===== src/rtl/microsequencer_stack_if.sv =====
// Sequencer bus: next-state control, branch targets and conditions in; uPC and stack status out.
// master drives the control side, slave is the sequencer itself.
interface microsequencer_stack_if #(
  parameter int unsigned AW       = 9,
  parameter int unsigned NUM_COND = 4,
  parameter int unsigned CSW      = 2
);
  logic [2:0]          NS_Ctrl;
  logic [AW-1:0]       CR_Addr;
  logic [AW-1:0]       Decode_Addr;
  logic [NUM_COND-1:0] Cond_In;
  logic [CSW-1:0]      Cond_Sel;
  logic                Invert;
  logic                Stall;
  logic [AW-1:0]       uPC;
  logic [4:0]          Stack_Depth;
  logic                Stack_Overflow;
  logic                Stack_Underflow;

  modport master (
    output NS_Ctrl, CR_Addr, Decode_Addr, Cond_In, Cond_Sel, Invert, Stall,
    input  uPC, Stack_Depth, Stack_Overflow, Stack_Underflow
  );

  modport slave (
    input  NS_Ctrl, CR_Addr, Decode_Addr, Cond_In, Cond_Sel, Invert, Stall,
    output uPC, Stack_Depth, Stack_Overflow, Stack_Underflow
  );
endinterface


===== src/rtl/microsequencer_stack.sv =====
// Next-address sequencer: registered uPC with increment/jump/decode/branch/wait modes and a
// hardware call/return stack with sticky overflow/underflow flags.
module microsequencer_stack #(
  parameter int unsigned AW          = 9,
  parameter int unsigned NUM_COND    = 4,
  parameter int unsigned CSW         = 2,
  parameter int unsigned STACK_DEPTH = 4,
  parameter int unsigned RESET_ADDR  = 0
) (
  input logic                  Clock,
  input logic                  Reset,
  microsequencer_stack_if.slave bus
);

  typedef enum logic [2:0] {
    NsInc, NsJump, NsDecode, NsCbr, NsCwait, NsCall, NsCcall, NsRet
  } ns_e;

  localparam int unsigned SPW      = (STACK_DEPTH > 1) ? $clog2(STACK_DEPTH) : 1;
  localparam logic [4:0]  MaxDepth = 5'(STACK_DEPTH);
  localparam logic [AW-1:0] ResetAddr = AW'(RESET_ADDR);

  logic [AW-1:0]  upc_q, upc_d;
  logic [4:0]     depth_q, depth_d;
  logic           ovf_q, ovf_d;
  logic           unf_q, unf_d;
  logic [AW-1:0]  stack_q [STACK_DEPTH];
  logic [AW-1:0]  inc;
  logic [SPW-1:0] wr_idx, rd_idx;
  logic [2**CSW-1:0] cond_pad;
  logic           cond;
  logic           push;
  ns_e            mode;

  // Unused select codes read as 0 before inversion.
  always_comb begin
    cond_pad = '0;
    cond_pad[NUM_COND-1:0] = bus.Cond_In;
    cond = cond_pad[bus.Cond_Sel] ^ bus.Invert;
  end

  assign inc    = upc_q + AW'(1);
  assign wr_idx = depth_q[SPW-1:0];
  assign rd_idx = wr_idx - SPW'(1);
  assign mode   = ns_e'(bus.NS_Ctrl);

  always_comb begin
    upc_d   = upc_q;
    depth_d = depth_q;
    ovf_d   = ovf_q;
    unf_d   = unf_q;
    push    = 1'b0;
    if (!bus.Stall) begin
      unique case (mode)
        NsInc:    upc_d = inc;
        NsJump:   upc_d = bus.CR_Addr;
        NsDecode: upc_d = bus.Decode_Addr;
        NsCbr:    upc_d = cond ? bus.CR_Addr : inc;
        NsCwait:  upc_d = cond ? inc : upc_q;
        NsCall, NsCcall: begin
          if (mode == NsCall || cond) begin
            upc_d = bus.CR_Addr;
            // A full stack still takes the jump; only the return address is lost.
            if (depth_q == MaxDepth) begin
              ovf_d = 1'b1;
            end else begin
              push    = 1'b1;
              depth_d = depth_q + 5'd1;
            end
          end else begin
            upc_d = inc;
          end
        end
        NsRet: begin
          if (depth_q == 5'd0) begin
            upc_d = ResetAddr;
            unf_d = 1'b1;
          end else begin
            upc_d   = stack_q[rd_idx];
            depth_d = depth_q - 5'd1;
          end
        end
        default: upc_d = inc;
      endcase
    end
  end

  always_ff @(posedge Clock) begin
    if (Reset) begin
      upc_q   <= ResetAddr;
      depth_q <= 5'd0;
      ovf_q   <= 1'b0;
      unf_q   <= 1'b0;
    end else begin
      upc_q   <= upc_d;
      depth_q <= depth_d;
      ovf_q   <= ovf_d;
      unf_q   <= unf_d;
    end
  end

  always_ff @(posedge Clock) begin
    if (!Reset && push) begin
      stack_q[wr_idx] <= inc;
    end
  end

  assign bus.uPC             = upc_q;
  assign bus.Stack_Depth     = depth_q;
  assign bus.Stack_Overflow  = ovf_q;
  assign bus.Stack_Underflow = unf_q;

endmodule


===== src/flat_wrapper.sv =====
// flat-port wrapper written by rule: the top's interface ports become plain ports
module microsequencer_stack_flat 
#(
  parameter int unsigned AW          = 9,
  parameter int unsigned NUM_COND    = 4,
  parameter int unsigned CSW         = 2,
  parameter int unsigned STACK_DEPTH = 4,
  parameter int unsigned RESET_ADDR  = 0
)
  (Clock, Reset, bus_NS_Ctrl, bus_CR_Addr, bus_Decode_Addr, bus_Cond_In, bus_Cond_Sel, bus_Invert, bus_Stall, bus_uPC, bus_Stack_Depth, bus_Stack_Overflow, bus_Stack_Underflow);
  microsequencer_stack_if #(.AW(AW), .NUM_COND(NUM_COND), .CSW(CSW)) bus_i ();
  input logic Clock;
  input logic Reset;
  input wire logic [$bits(bus_i.NS_Ctrl)-1:0] bus_NS_Ctrl;
  input wire logic [$bits(bus_i.CR_Addr)-1:0] bus_CR_Addr;
  input wire logic [$bits(bus_i.Decode_Addr)-1:0] bus_Decode_Addr;
  input wire logic [$bits(bus_i.Cond_In)-1:0] bus_Cond_In;
  input wire logic [$bits(bus_i.Cond_Sel)-1:0] bus_Cond_Sel;
  input wire logic [$bits(bus_i.Invert)-1:0] bus_Invert;
  input wire logic [$bits(bus_i.Stall)-1:0] bus_Stall;
  output wire logic [$bits(bus_i.uPC)-1:0] bus_uPC;
  output wire logic [$bits(bus_i.Stack_Depth)-1:0] bus_Stack_Depth;
  output wire logic [$bits(bus_i.Stack_Overflow)-1:0] bus_Stack_Overflow;
  output wire logic [$bits(bus_i.Stack_Underflow)-1:0] bus_Stack_Underflow;
  assign bus_i.NS_Ctrl = bus_NS_Ctrl;
  assign bus_i.CR_Addr = bus_CR_Addr;
  assign bus_i.Decode_Addr = bus_Decode_Addr;
  assign bus_i.Cond_In = bus_Cond_In;
  assign bus_i.Cond_Sel = bus_Cond_Sel;
  assign bus_i.Invert = bus_Invert;
  assign bus_i.Stall = bus_Stall;
  assign bus_uPC = bus_i.uPC;
  assign bus_Stack_Depth = bus_i.Stack_Depth;
  assign bus_Stack_Overflow = bus_i.Stack_Overflow;
  assign bus_Stack_Underflow = bus_i.Stack_Underflow;
  microsequencer_stack #(.AW(AW), .NUM_COND(NUM_COND), .CSW(CSW), .STACK_DEPTH(STACK_DEPTH), .RESET_ADDR(RESET_ADDR)) u_core (.Clock(Clock), .Reset(Reset), .bus(bus_i));
endmodule

===== config.mk =====
export PLATFORM = sky130hd
export DESIGN_NAME = microsequencer_stack_flat
export DESIGN_NICKNAME = d
export VERILOG_FILES = /design/src/rtl/microsequencer_stack_if.sv /design/src/rtl/microsequencer_stack.sv /design/src/flat_wrapper.sv
export SDC_FILE = /design/constraint.sdc
export NUM_CORES = 1
export LEC_CHECK = 0
export BUFFER_PORTS_ARGS = -buffer_cell sky130_fd_sc_hd__buf_2
export CAP_MARGIN = 25
export CORE_MARGIN = 2
export CORE_UTILIZATION = 45
export CTS_BUF_LIST = sky130_fd_sc_hd__clkbuf_4 sky130_fd_sc_hd__clkbuf_8
export DETAILED_ROUTE_END_ITERATION = 10
export PLACE_DENSITY = 0.69
export SLEW_MARGIN = 20
export SYNTH_ARGS = -nofsm -noshare
export SYNTH_HDL_FRONTEND = slang
export SYNTH_SLANG_ARGS = --single-unit

===== constraint.sdc =====
create_clock -name Clock -period 2.6 [get_ports Clock]
set_clock_uncertainty 0.15 [all_clocks]
set_input_delay 0.26 -clock Clock [delete_from_list [all_inputs] [get_ports Clock]]
set_output_delay 0.26 -clock Clock [all_outputs]
set_load 0.005 [all_outputs]

==> results.ini <==
[clock_tree]
cts_tree = yes
cts_max_path_buffers = 2
postCtsResizedCells = 0
clock_sinks = 52
htree_num_levels = 2
cts_made_buffers = 5
clock_tree.root_cell = clkbuf_8
clkLatencyLatePin_ps = 310
hold_buffers = 0
cts.clk_slew.worst_paths_ps = 100
post-cts-setup-buffers = 0

[logic_synthesis]
synth_area_leader_cell = edfxtp_1
syn_area_um2 = 2580
synth.avg_cell_area_um2 = 12.7
synth_top_area_share_pct = 42.0
synth_cells = 203
ys_warn_count = 0
synthesis.nets = 243
async_reset_ff_share_pct = 0
synth_area_leaders = edfxtp_1 42%, dfxtp_1 12%, mux4_2 8.7%, ha_1 3.9%, a22oi_1 3.5%
ys_types = 45
synth.ff_latch_count = 52
synth_flop_cell = edfxtp_1
synth_enable_flop_cells = 36
synth-seq-area-share_pct = 54.4

[min_path]
holdCritStartpoint = bus_CR_Addr[0]
hold-path-cell-count = 3
min_path_type = in2reg

[detailed_routing]
via_per_inst = 5.58
wire_per_inst_um = 15.7
antenna_left = 0
drcViolationCount = 0
drtIter0Drc = 120
drt_first_pass_iters = 4
wirelength_um = 5130
num_vias = 1826

[setup_path]
rr_startpoint = u_core.bus.Stack_Depth[1]
cp-start-kind = flip-flop
path_class = reg2reg
crit_path_start = u_core.bus.Stack_Depth[1]
reg2reg_depth = 7
crit_path_max_fanout = 7
worst_ep_required_time_ps = 2650
worstSetupEndpointType = flip-flop
cp_data_arrival_time_ps = 2370

[sta]
tightest_slew_ps = 540
slew_headroom_pct = 63.7
holdWs_ps = 51.8
fmax_mhz = 431
maxSlewViolCount = 0
finalSetupTns_ps = 0
grt_setup_unrepaired = false
finalCriticalPeriod_ps = 2320
setup_viol = 0
hold_viol = 0
min_period_over_period_pct = 89.2

[final_layout]
drive_above_1_share_pct = 29.8
syn_to_final_growth_pct = 16.7
n_fill_cell = 460
fin_cells = 327
final_common_cell = buf_2
nNetsFinal = 294
layout_common_cells = 46 x buf_2, 36 x edfxtp_1, 16 x dfxtp_1
n_antenna_cell = 0

[outcome]
status = completed

[global_route]
grt_pass1_wl_um = 8260
grt_max_degree = 19
grt_pass1_vias = 1702
grt_usage_pct = 17.2
antenna_found_initial = 0
gr-total-overflow = 0

[power_and_ir_drop]
power.leakage_nw = 1.13
ir_worst_vdd_mv = 0.222
power.density_nw_per_um2 = 544

[floorplan]
chipHeight_um = 79.7
die_w_um = 79.7
die_area_um2 = 6350
core_area_um2 = 5510
io_pins = 47
start_util_pct = 46.8
fp-row-count = 27

[placed_design]
hpwlAfterDp_um = 3900
dp.cells = 319
gp_congestion = 0.866
port_buffers = 46

[job]
maxCapViolCount = 0

[path summary, 6_finish.rpt]
kind | to | slack [ps]
worst max-delay path | u_core.bus.uPC[0] | 280
worst min-delay path | u_core.bus.uPC[0] | 50
worst max register to register | u_core.bus.uPC[0] | 280
worst min register to register | u_core.bus.Stack_Underflow | 340
[critical path, stage by stage, from the launching register on]
cell	delay [ps]
dfxtp_1	380
inv_1	140
ha_1	210
or3b_1	400
o21a_1	220
buf_4	160
a222oi_1	400
a31oi_1	140
[routing by layer]
metal	up-vias	wire length, µm	GRT usage [%]
met4	0	97	7.24
met3	8	285	4.30
met2	56	2250	25.8
met5	-	0	0
met1	876	2490	23.6
li1	886	-	-
[state kept, by name, summed over array words and instances, names as in the netlist]
name and count:
u_core.bus.Stack_Overflow 1, u_core.stack_q 36, u_core.bus.uPC 9, u_core.bus.Stack_Depth 5
u_core.bus.Stack_Underflow 1
[Yosys cell counts, drive strengths merged (2+ instances only)]
| library cell | count |
|---|---|
| mux4 | 10 |
| xor2 | 8 |
| a22oi | 12 |
| buf | 3 |
| edfxtp | 36 |
| or3 | 3 |
| inv | 8 |
| nand2b | 2 |
| a221o | 2 |
| xnor2 | 2 |
| a32o | 2 |
| and2 | 5 |
| mux2 | 2 |
| nor2b | 3 |
| clkbuf | 5 |
| dfxtp | 16 |
| nand2 | 7 |
| ha | 8 |
| o21ai | 16 |
| a21oi | 8 |
| nand3 | 7 |
| a22o | 2 |
| o21a | 3 |
| a31oi | 7 |
| nor2 | 8 |
| nor3 | 4 |
[report_power, final]
| part | switching [mW] | internal (mW) | total (mW) |
|---|---|---|---|
| clock | 0.281 | 0.198 | 0.479 |
| combinational | 0.125 | 0.102 | 0.227 |
| sequential | 0.0206 | 0.910 | 0.931 |
[per-stage QoR]
step / total power [mW] / cell area [µm²] / setup WS [ps] / util [%]
after floorplan: 1.09 / 2580 / 72.1 / -
after global placement: 1.17 / 2910 / 88.2 / 52.9
after detailed placement: 1.18 / 2910 / 107 / 52.9
after CTS: 1.65 / 3010 / 287 / 54.6
after global routing: 1.71 / 3010 / 164 / 54.6
final: 1.64 / 3010 / 280 / 54.6
[cell families after synthesis]
logic type	count (synthesis)	synth area share, %
DFF	52	54.4
AOI/OAI and AO/OA	57	14.9
muxes	13	10.0
buffers and inverters	16	2.38
xor gates and xnor gates	10	4.13
and+or+nand+nor	46	9.52
adders and majority gates	9	4.66
[area by class of cell]
type / instances / area (µm²) / share of cell area, %
Tap cell: 72 / 90.1 / 3.00
Clock buffer: 5 / 68.8 / 2.29
Sequential cell: 52 / 1400 / 46.6
Inverter: 8 / 30.0 / 0.999
Multi-Input combinational cell: 135 / 1110 / 37.0
Timing Repair Buffer: 52 / 275 / 9.16
Clock inverter: 3 / 27.5 / 0.916
(Power assumes the default switching activity.)
